===== src/rtl/bpu_pkg.sv =====
// Shared types and helpers for the dynamic branch predictor: 2-bit counter states,
// the B-type opcode and saturating counter arithmetic.
package bpu_pkg;

    typedef enum logic [1:0] {
        SNT = 2'b00,
        WNT = 2'b01,
        WT  = 2'b10,
        ST  = 2'b11
    } bht_cnt_t;

    localparam logic [6:0] OP_BRANCH = 7'b1100011;

    function automatic bht_cnt_t sat_inc(input bht_cnt_t c);
        return (c == ST) ? ST : bht_cnt_t'(c + 2'b01);
    endfunction

    function automatic bht_cnt_t sat_dec(input bht_cnt_t c);
        return (c == SNT) ? SNT : bht_cnt_t'(c - 2'b01);
    endfunction

endpackage


===== src/rtl/bpu_bht.sv =====
// Direct-mapped table of 2-bit saturating counters: combinational read for Fetch,
// clocked update from Execute. No read/write bypass, so Fetch sees the pre-update value.
module bpu_bht
    import bpu_pkg::*;
#(
    parameter int         INDEX_BITS = 6,
    parameter logic [1:0] CNT_RESET  = 2'b01
) (
    input  logic                  clk,
    input  logic                  rst,
    input  logic [INDEX_BITS-1:0] rd_idx,
    output bht_cnt_t              rd_cnt,
    input  logic [INDEX_BITS-1:0] wr_idx,
    input  logic                  wr_taken,
    input  logic                  wr_en
);

    localparam int DEPTH = 2 ** INDEX_BITS;

    bht_cnt_t cnt_tbl [DEPTH];

    assign rd_cnt = cnt_tbl[rd_idx];

    // Reset wins over a concurrent write, so an in-flight update is discarded.
    always_ff @(posedge clk or posedge rst) begin
        if (rst) begin
            for (int i = 0; i < DEPTH; i++) begin
                cnt_tbl[i] <= bht_cnt_t'(CNT_RESET);
            end
        end else if (wr_en) begin
            cnt_tbl[wr_idx] <= wr_taken ? sat_inc(cnt_tbl[wr_idx]) : sat_dec(cnt_tbl[wr_idx]);
        end
    end

endmodule


===== src/rtl/dynamic_branch_predictor.sv =====
// Fetch-stage branch predictor: predicts B-type instructions from the counter table,
// resolves them in Execute and redirects/flushes on a misprediction in either direction.
module dynamic_branch_predictor
    import bpu_pkg::*;
#(
    parameter int         DATA_WIDTH = 32,
    parameter int         INDEX_BITS = 6,
    parameter logic [1:0] CNT_RESET  = 2'b01,
    parameter int         STAT_WIDTH = 32
) (
    input  logic                  clk,
    input  logic                  rst,
    input  logic [DATA_WIDTH-1:0] RD,
    input  logic [DATA_WIDTH-1:0] PCF,
    input  logic                  BranchE,
    input  logic                  TakenE,
    input  logic                  JumpE,
    input  logic [DATA_WIDTH-1:0] PCE,
    input  logic [DATA_WIDTH-1:0] TargetE,
    input  logic                  PredTakenE,
    output logic                  PredTakenF,
    output logic [DATA_WIDTH-1:0] PCBPU,
    output logic                  PCBPUSrc,
    output logic                  flushBranch,
    output logic [STAT_WIDTH-1:0] BranchCount,
    output logic [STAT_WIDTH-1:0] MispredCount
);

    localparam logic [DATA_WIDTH-1:0] PC_STEP = DATA_WIDTH'(4);

    logic                  isbranch_f;
    logic [DATA_WIDTH-1:0] imm_b;
    logic [DATA_WIDTH-1:0] target_f;
    logic [INDEX_BITS-1:0] idx_f;
    logic [INDEX_BITS-1:0] idx_e;
    bht_cnt_t              cnt_f;
    logic                  resolve_e;
    logic                  mispred_e;
    logic [DATA_WIDTH-1:0] correct_pc;

    assign isbranch_f = (RD[6:0] == OP_BRANCH);
    assign imm_b      = {{(DATA_WIDTH-13){RD[31]}}, RD[31], RD[7], RD[30:25], RD[11:8], 1'b0};
    assign target_f   = PCF + imm_b;

    assign idx_f = PCF[INDEX_BITS+1:2];
    assign idx_e = PCE[INDEX_BITS+1:2];

    // A jump in Execute suppresses both prediction and resolution; its redirect lives elsewhere.
    assign resolve_e  = BranchE & ~JumpE;
    assign mispred_e  = resolve_e & (PredTakenE ^ TakenE);
    assign correct_pc = PredTakenE ? (PCE + PC_STEP) : TargetE;

    assign PredTakenF = isbranch_f & cnt_f[1] & ~JumpE;

    bpu_bht #(
        .INDEX_BITS(INDEX_BITS),
        .CNT_RESET (CNT_RESET)
    ) u_bht (
        .clk     (clk),
        .rst     (rst),
        .rd_idx  (idx_f),
        .rd_cnt  (cnt_f),
        .wr_idx  (idx_e),
        .wr_taken(TakenE),
        .wr_en   (resolve_e)
    );

    // Correcting an older mispredicted branch outranks steering the younger Fetch instruction.
    always_comb begin
        PCBPU       = '0;
        PCBPUSrc    = 1'b0;
        flushBranch = 1'b0;
        if (mispred_e) begin
            PCBPU       = correct_pc;
            PCBPUSrc    = 1'b1;
            flushBranch = 1'b1;
        end else if (PredTakenF) begin
            PCBPU    = target_f;
            PCBPUSrc = 1'b1;
        end
    end

    always_ff @(posedge clk or posedge rst) begin
        if (rst) begin
            BranchCount  <= '0;
            MispredCount <= '0;
        end else if (resolve_e) begin
            if (BranchCount != '1) begin
                BranchCount <= BranchCount + 1'b1;
            end
            if (mispred_e && (MispredCount != '1)) begin
                MispredCount <= MispredCount + 1'b1;
            end
        end
    end

endmodule


===== config.mk =====
export PLATFORM = sky130hd
export DESIGN_NAME = dynamic_branch_predictor
export DESIGN_NICKNAME = d
export VERILOG_FILES = /design/src/rtl/bpu_pkg.sv /design/src/rtl/bpu_bht.sv /design/src/rtl/dynamic_branch_predictor.sv
export SDC_FILE = /design/constraint.sdc
export NUM_CORES = 1
export LEC_CHECK = 0
export ABC_AREA = 1
export ABC_CLOCK_PERIOD_IN_PS = 17300
export BUFFER_PORTS_ARGS = -buffer_cell sky130_fd_sc_hd__buf_2
export CAP_MARGIN = 20
export CORE_MARGIN = 1.5
export CORE_UTILIZATION = 60
export CTS_CLUSTER_SIZE = 40
export DETAILED_ROUTE_END_ITERATION = 7
export PLACE_DENSITY = 0.84
export SKIP_CTS_REPAIR_TIMING = 1
export SLEW_MARGIN = 20
export SYNTH_ARGS = -nofsm -noshare
export SYNTH_HDL_FRONTEND = slang
export SYNTH_SLANG_ARGS = --single-unit

===== constraint.sdc =====
create_clock -name clk -period 17.3 [get_ports clk]
set_clock_uncertainty 0.15 [all_clocks]
set_input_delay 0.865 -clock clk [delete_from_list [all_inputs] [get_ports clk]]
set_output_delay 0.865 -clock clk [all_outputs]
set_load 0.01 [all_outputs]

## Yosys cells after proc, flatten, opt, wreduce, memory -nomap -nowiden

Cells that the tools add are included.

| operators by class | value |
|---|---|
| multiplexer cells | 18 |
| $lt $le $gt $ge | 3 |
| eq/ne operators | 4 |
| add/sub/neg operators | 6 |
| reductions and logical operators | 5 |
| bitwise gates (word level) | 8 |

Operator list:

| operator | number |
|---|---|
| bitwise mux 128 bit | 1 |
| 2-to-1 mux 32 bit | 3 |
| adder 32 x 1 -> 32 bit, second input constant | 2 |
| inequality test 32 bit, second input constant | 2 |
| adder 32 x 3 -> 32 bit, second input constant | 1 |
| adder 32 bit | 1 |
| binary-select mux 2 bit (select 6 bit) | 2 |
| 2-to-1 mux 2 bit | 8 |
| greater-or-equal comparator 7 bit, second input constant | 2 |
| NOT 6 -> 7 bit | 2 |
| demux 2 bit (select 6 bit) | 1 |
| == test 7 bit, second input constant | 1 |
| < comparator 7 x 1 -> 1 bit, second input constant | 1 |
| bitwise AND 1 bit | 4 |
| AND reduction 2 bit | 2 |
| 2-to-1 mux 1 bit | 3 |
| adder 2 x 1 -> 2 bit, second input constant | 1 |
| == test 2 bit, second input constant | 1 |
| logical AND 1 bit | 2 |
| logical NOT 2 bit | 1 |
| subtractor 2 x 1 -> 2 bit, second input constant | 1 |
| NOT 1 bit | 1 |
| bitwise XOR 1 bit | 1 |

| storage, ports and cells | value |
|---|---|
| output and inout bits | 99 |
| register bits | 192 |
| logic and storage cells | 110 |
| input port bits | 134 |

## Logic depth before layout (Yosys ltp)

Gate-level depths: netlist (run 1).

| depth | value |
|---|---|
| depth after elaboration | 8 |
| gate-level depth with buffers | 18 |
| gate-level depth less buffers | 16 |

## By module

A second synthesis (run 1) with hierarchy kept.

| unflattened totals | value |
|---|---|
| cell total of the unflattened synthesis | 2675 |
| area total of the unflattened synthesis | 15935.3 um^2 |

By module, submodules not included:

| module | times used | area each (um^2) | cells each | seq. area each (um^2) |
|---|---|---|---|---|
| bpu_bht | 1 | 8266.7 | 1314 | 3283.1 |
| dynamic_branch_predictor | 1 | 7668.6 | 1361 | 1601.5 |

## Least setup slack after synthesis (run 1)

Ideal clock, no wire load.

| path | value |
|---|---|
| kind | input port to output port |
| start | in RD[8] |
| end | out PCBPU[29] |
| cell stages on the path | 14 |
| required time | 16285 ps |
| path buffers | 0 |
| data arrival time | 2415 ps |
| slack | 13870 ps |
| path through | ha_1 fa_1 nand2_1 nand2_1 and2_1 nand2_1 nand2_1 nand2_1 nand2_1 nand2_1 nand3_1 nand2_1 nand4_1 nand2_1 |

| on the way | value |
|---|---|
| word-level cells in the longest chain between the ends | 3 |

RTL lines:

| what | line | RTL |
|---|---|---|
| start, declared | dynamic_branch_predictor.sv:13 | `input logic [DATA_WIDTH-1:0] RD,` |
| adder 32 bit | dynamic_branch_predictor.sv:43 | `assign target_f = PCF + imm_b;` |
| 2-to-1 mux 32 bit | dynamic_branch_predictor.sv:77 | `end else if (PredTakenF) begin` |
| 2-to-1 mux 32 bit | dynamic_branch_predictor.sv:73 | `if (mispred_e) begin` |
| end, declared | dynamic_branch_predictor.sv:22 | `output logic [DATA_WIDTH-1:0] PCBPU,` |

No other way between the ends.

## Worst setup path after layout (run 1)

| path | value |
|---|---|
| start | in PCF[3] |
| end | out PCBPU[21] |

| on the way | value |
|---|---|
| word-level cells in the longest chain between the ends | 8 |
| elaborated cells on any way between the ends | 9 |
| those cells by class | add/sub (1); mux (5); bitwise (3) |

RTL lines:

| what | line | RTL |
|---|---|---|
| start, declared | dynamic_branch_predictor.sv:14 | `input logic [DATA_WIDTH-1:0] PCF,` |
| NOT 6 -> 7 bit (implied by the code) | bpu_bht.sv:22 | `assign rd_cnt = cnt_tbl[rd_idx];` |
| binary-select mux 2 bit (select 6 bit) | bpu_bht.sv:22 |  |
| 2-to-1 mux 2 bit (implied by the code) (2 in series) | bpu_bht.sv:22 |  |
| bitwise AND 1 bit (2 in series) | dynamic_branch_predictor.sv:53 | `assign PredTakenF = isbranch_f & cnt_f[1] & ~JumpE;` |
| 2-to-1 mux 32 bit * | dynamic_branch_predictor.sv:77 |  |
| 2-to-1 mux 32 bit * | dynamic_branch_predictor.sv:73 |  |

Every way passes the cells marked *; elsewhere a longest branch is shown, timed or not. The select of a mux whose other input is x is not followed.

==> results of run 1 <==
## final timing paths
| kind | start | to | slack, ns | cells after the start |
|---|---|---|---|---|
| min in group asynchronous | rst | MispredCount[1]$_DFFE_PP0P_ | 0.42 | 2 |
| hold reg to reg | u_bht.cnt_tbl[46]$_DFFE_PP1P_ | u_bht.cnt_tbl[46]$_DFFE_PP1P_ | 0.32 | 2 |
| setup reg to reg | MispredCount[4]$_DFFE_PP0P_ | MispredCount[24]$_DFFE_PP0P_ | 13.90 | 11 |
| hold / removal | u_bht.cnt_tbl[46]$_DFFE_PP1P_ | u_bht.cnt_tbl[46]$_DFFE_PP1P_ | 0.32 | 2 |
| setup / recovery | PCF[3] | PCBPU[21] | 11.67 | 12 |
| max in group asynchronous | rst | BranchCount[5]$_DFFE_PP0P_ | 15.22 | 3 |
## synth_stat cells, types with 2 or more instances
master                        n
sky130_fd_sc_hd__ha_1        33
sky130_fd_sc_hd__nand3_1    184
sky130_fd_sc_hd__nand2_2      2
sky130_fd_sc_hd__or2_2        6
sky130_fd_sc_hd__dfrtp_1    128
sky130_fd_sc_hd__xnor2_1     26
sky130_fd_sc_hd__and3_1       2
sky130_fd_sc_hd__o21bai_1    12
sky130_fd_sc_hd__buf_4        9
sky130_fd_sc_hd__nor3_1      80
sky130_fd_sc_hd__nand4_1     53
sky130_fd_sc_hd__buf_2       44
sky130_fd_sc_hd__o211ai_1     4
sky130_fd_sc_hd__nor4_1      17
sky130_fd_sc_hd__nand3b_1     7
sky130_fd_sc_hd__and2_1       2
sky130_fd_sc_hd__clkbuf_1    24
sky130_fd_sc_hd__buf_1        5
sky130_fd_sc_hd__inv_1      254
sky130_fd_sc_hd__a21oi_1     36
sky130_fd_sc_hd__nor2_1     191
sky130_fd_sc_hd__xor2_1      63
sky130_fd_sc_hd__or3_1        2
sky130_fd_sc_hd__o21ai_0     61
sky130_fd_sc_hd__clkinv_1     4
sky130_fd_sc_hd__nand2_1   1156
sky130_fd_sc_hd__dfstp_2     64
sky130_fd_sc_hd__inv_2        2
## layer usage
metal	part of all wire [%]	track usage [%]	vias up	wire length (µm)
li1	-	-	8086	-
met1	40	50.6	7720	19900
met2	45	61.3	957	22500
met3	11	7.70	149	5490
met4	3.7	15.9	0	1860
met5	0	0	-	0
## final cells by class
cell class / instances / area share (%)
clock buffers: 17 / 2.52
repair buffers: 231 / 7.02
clock inverters: 15 / 1.06
flip-flops and latches: 192 / 28.9
inverters: 260 / 5.83
multi-input cells: 1944 / 52.3
well taps: 324 / 2.40
## critical path: cells and delay by family
family	cells	cell delay (ns)
AND/OR/NAND/NOR	8	2.17
buffers and inverters	3	1.20
AO/OA/AOI/OAI	1	0.36
## state kept, by name, summed over array words and instances (netlist names)
signal         flops
MispredCount      32
BranchCount       32
u_bht.cnt_tbl    128
## power by group
group          switching [W]  total [W]  leakage, nW  internal, W
registers          0.0000290   0.000518         2.38     0.000489
clock network       0.000213   0.000411        0.292     0.000197
logic               0.000196   0.000288         6.40    0.0000913
## logic make-up (layout without fill, tap and decap cells)
kind of cell	count (synthesis)	count (layout)	synth area share (%)
and+or+nand+nor	1706	1706	46.3
buffers and inverters	344	523	9.20
AOI/OAI and AO/OA	115	115	4.11
adders and majority gates	34	34	2.87
DFF	192	192	32.4
xor gates and xnor gates	89	89	5.16
## placed cells by master, fill, tap and decap left out, types with 53 or more instances in the layout
cell type,n
sky130_fd_sc_hd__nand2_1,1156
sky130_fd_sc_hd__inv_1,253
sky130_fd_sc_hd__buf_2,219
sky130_fd_sc_hd__nor2_1,191
sky130_fd_sc_hd__nand3_1,183
sky130_fd_sc_hd__dfrtp_1,128
sky130_fd_sc_hd__nor3_1,79
sky130_fd_sc_hd__dfstp_2,64
sky130_fd_sc_hd__xor2_1,63
sky130_fd_sc_hd__o21ai_0,61
sky130_fd_sc_hd__nand4_1,53
## stage by stage
stage | instance area [µm²] | setup WS [ns]
after floorplan | 15100 | 11.16
after global placement | 16300 | 11.89
after detailed placement | 16300 | 11.91
after CTS | 16900 | 11.91
after global routing | 16900 | 11.66
final | 16900 | 11.67
==> flow_summary.ini, run 1 <==
[final_layout]
post_route_cells_drive_above_1_share_pct = 12.9
finalCoreUtilization_pct = 68.9
ant_diodes = 0
fillerInstances = 2220
multiInputGateArea_um2 = 8830
stdcell_count = 2983
area_growth_pct = 11.9
final_net_count = 2814
final-seq-area_um2 = 4880

[synthesis]
syn-num-nets = 2648
post-synth-top-area-fraction_pct = 28.7
synth_area_leader_cell = sky130_fd_sc_hd__nand2_1
yosys_register_bits = 192
yosys-top-cells-area = sky130_fd_sc_hd__nand2_1 29%, sky130_fd_sc_hd__dfrtp_1 21%, sky130_fd_sc_hd__dfstp_2 11%
ys.warnings.count = 0
synth_ff_type = sky130_fd_sc_hd__dfrtp_1
postSynthCellCount = 2480
synth.cell_area_um2 = 15100
synth_unique_cells = 37
seq_area_frac_synth_pct = 32.4
synth_edf_count = 0
synth-async-reset-ratio_pct = 100
syn_avg_cell_area_um2 = 6.09

[sta]
fin_tns_setup_ns = 0
unrepaired_setup_endpoints_after_global_routing = false
timing.final.hold_violations = 0
relSlewSlack_pct = 27.4
setup_viol = 0
post-route-min-period_ns = 5.63
drv_slew = 0
min_period_over_period_pct = 32.5
smallest_hold_slack_ns = 0.319
max_freq_ghz = 0.178
timing_worst_slew_pin_value_ns = 1.09

[critical_path]
critPathCaptureType = primary output
critPathKind = input pin to primary output
critPathMaxStageDelay_ns = 0.79
crit_path_top_delay_cell = sky130_fd_sc_hd__nand2_1
crit_required_ns = 16.28
cp.arrival_ns = 4.61
critical_path.cell_chain = buf_2, inv_1, nand3_1, nand3_1, nand2_1, nand2_1, nand3_1, nand3_1, nand2_1, nand3_1, o21bai_1, buf_2
cp-start-kind = input pin
cp_max_fo = 28
path_common_cell = sky130_fd_sc_hd__nand3_1

[global_route]
antenna_violations_before_repair = 0
vias_in_the_first_global_route = 15994
pin_count_of_the_biggest_net_entering_global_routing = 129
grt_first_pass_wirelength_um = 79600
grt_use_total_pct = 38.3
grt_remaining_overflow = 0

[die]
design.core.area_um2 = 24500
dieArea_um2 = 26100
floorplan.die.height_um = 162
floorplan.io_pins = 233
initial_standard_cell_utilization_of_the_core_pct = 61.5
fp-row-count = 57
die_w_um = 162

[route]
vias = 16912
wl_per_cell_um = 16.7
firstDrtPassIters = 6
initialDrtViolationCount = 1901
route.detailed.vias_per_inst = 5.67
antenna_violating_nets_post_route = 0
route.detailed.drc = 0
drt-total-wl_um = 49800

[placement]
placed_cells_incl_taps = 2951
gp_congestion = 1.02
place_hpwl_um = 35600
numPortBuffers = 219

[run_status]
run_status = complete, no violations

[pwr]
total_power_w = 0.00122
power_density_nw_per_um2 = 72.0
power.ir.vdd_worst_mv = 0.0686
power_leakage_nw = 9.08

[clock_tree]
numCtsBuffers = 17
clock_insertion_delay_worst_skew_ns = 0.46
cts.sink_count = 192
tritoncts_clock_tree = built
cts.root.buffer_cell = sky130_fd_sc_hd__clkbuf_16
cts_buffer_depth = 2
htreeDepth = 4
worst_setup_hold_path_clk_slew_ns = 0.08

[run]
max_cap_violations = 0

[min_path]
timing.hold.worst.class = flop to flop
Note: power is estimated with default switching activity, not from simulation.
==> run 2, diff against run 1 <==
- ABC_CLOCK_PERIOD_IN_PS: 17300 -> 5500
- CORE_UTILIZATION: 60 -> 59
- PLACE_DENSITY: 0.84 -> 0.82
- clock period: 17.3 -> 5.5 ns (I/O delays scaled with it)
==> run 2 against run 1 <==
Net effect: power grew to 3.2 times the previous value; sequential cell count stayed put; non-clock buffer count is 3 higher; utilization is 1.1 points lower; sequential share of layout area is 0.20 points lower; register-to-register slack worse by 12 ns; worst hold slack worse by 0.017 ns; largest power group unchanged.
==> flow_summary.ini, run 2 (synthesis gave the netlist of run 1 again) <==
[sta]
timing.final.hold_violations = 0
drv_slew = 0
timing_worst_slew_pin_value_ns = 1.15
post-route-min-period_ns = 4.30
relSlewSlack_pct = 22.9
timing.final.ws_setup_ns = 1.20
max_freq_ghz = 0.233
smallest_hold_slack_ns = 0.302
fin_tns_setup_ns = 0
setup_viol = 0
min_period_over_period_pct = 78.1
unrepaired_setup_endpoints_after_global_routing = false

[route]
vias = 16944
route.detailed.drc = 0
firstDrtPassIters = 6
antenna_violating_nets_post_route = 0
initialDrtViolationCount = 1759
wl_per_cell_um = 16.9
route.detailed.vias_per_inst = 5.66
drt-total-wl_um = 50700

[pwr]
power_density_nw_per_um2 = 231
power.ir.vdd_worst_mv = 0.213
net-switching-power_w = 0.00143
sequentialPowerShare_pct = 41.6
netSwitchingFraction_pct = 36.4
power_leakage_nw = 9.12
power_report.internal_total_w = 0.00250
clock_power_share_pct = 35.0
comb_power_share_pct = 23.4

[global_route]
grtUsageMet3_pct = 7.44
antenna_violations_before_repair = 3
vias_in_the_first_global_route = 15935
grt_first_pass_wirelength_um = 80300
grt_remaining_overflow = 0
grtUsageMet2_pct = 60.2
gr-max-usage-layer = met2
pin_count_of_the_biggest_net_entering_global_routing = 193
grt_use_total_pct = 38.3
grt_use_met1_pct = 51.2

[final_layout]
fillerInstances = 2343
number_of_flip_flops_under_the_largest_register_name = 128
top_register = u_bht.cnt_tbl
layout.cells.most_common_list = 1156 x sky130_fd_sc_hd__nand2_1, 252 x sky130_fd_sc_hd__inv_1, 219 x sky130_fd_sc_hd__buf_2
area_growth_pct = 12.7
largestRegisters = u_bht.cnt_tbl (128), BranchCount (32), MispredCount (32)
final_net_count = 2817
leading_cell_type_in_the_layout_fill_and_taps_excluded = sky130_fd_sc_hd__nand2_1
post_route_cells_drive_above_1_share_pct = 13.0

[clock_tree]
numCtsBuffers = 17
cts.root.buffer_cell = sky130_fd_sc_hd__clkbuf_16
cts_buffer_depth = 2
clock_insertion_delay_worst_skew_ns = 0.47
cts.sink_count = 192
tritoncts_clock_tree = built
worst_setup_hold_path_clk_slew_ns = 0.10
htreeDepth = 4

[critical_path]
cp.arrival_ns = 3.87
cp-start-kind = input pin
critPathCaptureType = primary output
cp_max_fo = 35
crit_required_ns = 5.08
critPathKind = input pin to primary output

[die]
floorplan.io_pins = 233
dieArea_um2 = 26600
fp-row-count = 58
die_w_um = 163
initial_standard_cell_utilization_of_the_core_pct = 60.1
floorplan.die.height_um = 163
design.core.area_um2 = 25100

[run_status]
run_status = complete, no violations

[placement]
numPortBuffers = 219
detailedPlace.worstSlack_ns = 1.64
gp_congestion = 0.991
place_hpwl_um = 36200

[run]
max_cap_violations = 0

[min_path]
timing.hold.worst.class = input pin to asynchronous set/reset pin
==> run 2: changes by cell type in the layout (fill, tap and decap cells not counted), moves of 2 or more <==
cell                       before  now
sky130_fd_sc_hd__clkinv_1       3    5
sky130_fd_sc_hd__clkinv_2       2    0
sky130_fd_sc_hd__diode_2        0    3
sky130_fd_sc_hd__inv_6          3    0
==> run 2: path summary, 6_finish.rpt <==
| path | end | slack [ns] | cells past startpoint | from |
|---|---|---|---|---|
| max | PCBPU[4] | 1.20 | 14 | PCF[2] |
| min | u_bht.cnt_tbl[33]$_DFFE_PP0P_ | 0.30 | 4 | rst |
| max reg2reg | MispredCount[24]$_DFFE_PP0P_ | 2.09 | 11 | MispredCount[4]$_DFFE_PP0P_ |
| min reg2reg | u_bht.cnt_tbl[126]$_DFFE_PP1P_ | 0.32 | 2 | u_bht.cnt_tbl[126]$_DFFE_PP1P_ |
| max in group asynchronous | u_bht.cnt_tbl[108]$_DFFE_PP1P_ | 3.93 | 5 | rst |
| min in group clk | u_bht.cnt_tbl[126]$_DFFE_PP1P_ | 0.32 | 2 | u_bht.cnt_tbl[126]$_DFFE_PP1P_ |
==> run 2: layer usage <==
metal / routed length (µm) / share of wire (%) / vias up
li1: - / - / 8077
met5: 0 / 0 / -
met1: 20600 / 41 / 7808
met4: 1900 / 3.7 / 0
met2: 23000 / 45 / 908
met3: 5290 / 10 / 151
==> run 2: worst max-delay path, cell delays in order <==
cell	delay, ns
sky130_fd_sc_hd__buf_2	0.61
sky130_fd_sc_hd__clkinv_1	1.16
sky130_fd_sc_hd__nand2_1	0.29
sky130_fd_sc_hd__nand3_1	0.11
sky130_fd_sc_hd__nand3_1	0.15
sky130_fd_sc_hd__nand2_1	0.12
sky130_fd_sc_hd__nand2_1	0.08
sky130_fd_sc_hd__nand3_1	0.07
sky130_fd_sc_hd__nand3_1	0.08
sky130_fd_sc_hd__nand2_1	0.07
sky130_fd_sc_hd__buf_4	0.23
sky130_fd_sc_hd__nand3_1	0.33
sky130_fd_sc_hd__o21bai_1	0.13
sky130_fd_sc_hd__buf_2	0.16
==> run 2: layout make-up <==
cell class	instances	area, µm²	share of cell area, %
Tap cell	330	413	2.43
Clock inverter	14	206	1.21
Inverter	260	980	5.76
Sequential cell	192	4880	28.7
Clock buffer	18	450	2.65
Timing Repair Buffer	234	1240	7.31
Antenna cell	3	7.51	0.0441
Multi-Input combinational cell	1944	8830	51.9
==> run 2: power groups by stage <==
| stage | clock network, W | registers (W) | logic [W] |
|---|---|---|---|
| detailed placement | 0 | 0.00165 | 0.000896 |
| CTS | 0.00138 | 0.00163 | 0.000902 |
| global route | 0.00143 | 0.00164 | 0.00102 |
| floorplan | 0 | 0.00166 | 0.000564 |
| global placement | 0 | 0.00165 | 0.000885 |
| finish | 0.00138 | 0.00163 | 0.000920 |
==> run 2: per-stage QoR <==
step                      total power [W]  util (%)  area (µm²)  cells
after floorplan                   0.00222         -       15100   2480
after global placement            0.00253      65.0       16300   2958
after detailed placement          0.00255      65.0       16300   2958
after CTS                         0.00391      67.6       17000   2990
after global routing              0.00409      67.8       17000   2995
final                             0.00393      67.8       17000   2995
==> run 3, diff against run 2 <==
- ABC_AREA: 1 -> 0
- ABC_CLOCK_PERIOD_IN_PS: 5500 -> 3600
- CORE_UTILIZATION: 59 -> 51
- PLACE_DENSITY: 0.82 -> 0.77
- clock period: 5.5 -> 3.6 ns (I/O delays scaled with it)
==> run 3 against run 2 <==
Net effect: worst hold slack got worse by 0.11 ns; highest routed layer unchanged; critical path depth decreased by 4; synthesized cell count fell by 47%; count of clock-buffer cells in the layout unchanged.
==> flow_summary.ini, run 3 <==
[run_status]
run_status = complete, no violations

[clock_tree]
numCtsBuffers = 17
clock_insertion_delay_worst_skew_ns = 0.44
cts.sink_count = 192
tritoncts_clock_tree = built
cts.root.buffer_cell = sky130_fd_sc_hd__clkbuf_16
cts_buffer_depth = 2
htreeDepth = 4
worst_setup_hold_path_clk_slew_ns = 0.08

[synthesis]
yosys_register_bits = 192
synth_edf_count = 0
ys.warnings.count = 0
synth_common_cells = 170 x sky130_fd_sc_hd__nand2_1, 128 x sky130_fd_sc_hd__dfrtp_1, 110 x sky130_fd_sc_hd__o21ai_0
postSynthCellCount = 1305
synth-async-reset-ratio_pct = 100
synth_unique_cells = 69
syn-num-nets = 1473
syn_avg_cell_area_um2 = 9.53
synth_area_leader_cell = sky130_fd_sc_hd__dfrtp_1
synthMostInstantiatedCell = sky130_fd_sc_hd__nand2_1
yosys-top-cells-area = sky130_fd_sc_hd__dfrtp_1 26%, sky130_fd_sc_hd__dfstp_2 14%, sky130_fd_sc_hd__mux2_2 7.0%
post-synth-top-area-fraction_pct = 25.8
synth_ff_type = sky130_fd_sc_hd__dfrtp_1
seq_area_frac_synth_pct = 39.3
synth.cell_area_um2 = 12400

[final_layout]
layout.cells.most_common_list = 219 x sky130_fd_sc_hd__buf_2, 169 x sky130_fd_sc_hd__nand2_1, 128 x sky130_fd_sc_hd__dfrtp_1
stdcell_count = 1844
leading_cell_type_in_the_layout_fill_and_taps_excluded = sky130_fd_sc_hd__buf_2
final-seq-area_um2 = 4880
final_net_count = 1678
multiInputGateArea_um2 = 7160
top_register = u_bht.cnt_tbl
post_route_cells_drive_above_1_share_pct = 30.9
largestRegisters = u_bht.cnt_tbl (128), BranchCount (32), MispredCount (32)
number_of_flip_flops_under_the_largest_register_name = 128
fillerInstances = 2017
area_growth_pct = 17.0

[sta]
max_freq_ghz = 0.289
min_period_over_period_pct = 96.0
timing_worst_slew_pin_value_ns = 0.836
fin_tns_setup_ns = 0
timing.final.hold_violations = 0
relSlewSlack_pct = 43.7
setup_viol = 0
drv_slew = 0
unrepaired_setup_endpoints_after_global_routing = false
post-route-min-period_ns = 3.46

[run]
max_cap_violations = 0

[die]
fp-row-count = 56
floorplan.die.height_um = 159
floorplan.io_pins = 233
dieArea_um2 = 25300
die_w_um = 159
design.core.area_um2 = 23700
initial_standard_cell_utilization_of_the_core_pct = 52.5

[pwr]
total_power_w = 0.00558
power_leakage_nw = 6.54
power_density_nw_per_um2 = 383
power.ir.vdd_worst_mv = 0.297

[route]
wl_per_cell_um = 20.0
vias = 11264
drt-total-wl_um = 36900
antenna_violating_nets_post_route = 0
initialDrtViolationCount = 1011
route.detailed.vias_per_inst = 6.11
firstDrtPassIters = 6
route.detailed.drc = 0

[placement]
placed_cells_incl_taps = 1809
place_hpwl_um = 27600
gp_congestion = 0.980
numPortBuffers = 219

[critical_path]
cp_max_fo = 3
critPathKind = flop to primary output
cp.arrival_ns = 3.13
timing.reg2reg.worst_path_depth = 8
critPathCaptureType = primary output
crit_required_ns = 3.27
cp-start-kind = flop

[global_route]
grt_use_total_pct = 29.0
grt_first_pass_wirelength_um = 58500
grt_remaining_overflow = 0
vias_in_the_first_global_route = 10851
pin_count_of_the_biggest_net_entering_global_routing = 99
antenna_violations_before_repair = 2

[min_path]
timing.hold.worst.class = input pin to asynchronous set/reset pin
==> run 3: area by class of cell <==
cell class | instances | area share [%]
multi-input cells | 1031 | 49.2
flip-flops and latches | 192 | 33.6
repair buffers | 255 | 10.2
clock buffers | 18 | 2.95
well taps | 319 | 2.74
clock inverters | 14 | 0.963
inverters | 13 | 0.361
diodes | 2 | 0.0344
==> run 3: layer usage <==
layer | vias to the layer above | part of all wire, % | track usage, % | wire [µm]
met3 | 117 | 7.2 | 4.32 | 2670
met5 | - | 0 | 0 | 0
met4 | 0 | 4.5 | 13.5 | 1660
met2 | 590 | 48 | 48.1 | 17700
met1 | 5401 | 40 | 37.4 | 14900
li1 | 5156 | - | - | -
==> run 3: final timing paths <==
kind                                          startpoint                       endpoint  slack [ns]
setup / recovery           u_bht.cnt_tbl[15]$_DFFE_PP0P_                       PCBPU[9]        0.14
hold / removal                                       rst    BranchCount[17]$_DFFE_PP0P_        0.19
setup reg to reg           u_bht.cnt_tbl[27]$_DFFE_PP0P_  u_bht.cnt_tbl[66]$_DFFE_PP1P_        0.63
hold reg to reg             MispredCount[16]$_DFFE_PP0P_   MispredCount[16]$_DFFE_PP0P_        0.34
max in group asynchronous                            rst  u_bht.cnt_tbl[36]$_DFFE_PP1P_        2.20
min in group clk                                  PCE[7]  u_bht.cnt_tbl[57]$_DFFE_PP0P_        0.19
==> run 3: where the power goes <==
group | internal (W) | total [W] | switching, W
clock network | 0.000924 | 0.00184 | 0.000915
registers | 0.00238 | 0.00253 | 0.000150
logic | 0.000521 | 0.00121 | 0.000689
total | 0.00382 | 0.00558 | 0.00175
==> run 3: metrics by stage <==
stage	hold slack, ns	instance area (µm²)	utilization, %	worst slack, ns
3_5_place_dp	0.107	14000	59.0	0.329
2_1_floorplan	0.309	12400	-	0.824
6_report	0.188	14500	61.4	0.144
3_3_place_gp	0.101	14000	59.0	0.376
5_1_grt	0.196	14500	61.4	0.0358
4_1_cts	-0.360	14500	61.4	0.170
==> run 3: cell families after synthesis <==
kind of cell	share of synthesized area (%)
compound gates	13.7
xor+xnor	7.82
fa+ha+maj	3.67
buf+inv	3.26
flops	39.3
mux	14.2
simple gates	18.1
==> run 3: worst max-delay path: stages, from the launching register on <==
cell and delay (ns):
sky130_fd_sc_hd__dfrtp_1 0.41, sky130_fd_sc_hd__mux4_2 0.30, sky130_fd_sc_hd__a2bb2oi_1 0.16, sky130_fd_sc_hd__nand4b_1 0.11, sky130_fd_sc_hd__o21ai_0 0.09, sky130_fd_sc_hd__a311oi_1 0.08
sky130_fd_sc_hd__buf_4 0.17, sky130_fd_sc_hd__a211oi_2 0.37, sky130_fd_sc_hd__or4b_2 0.61, sky130_fd_sc_hd__o21ai_0 0.19, sky130_fd_sc_hd__buf_2 0.21
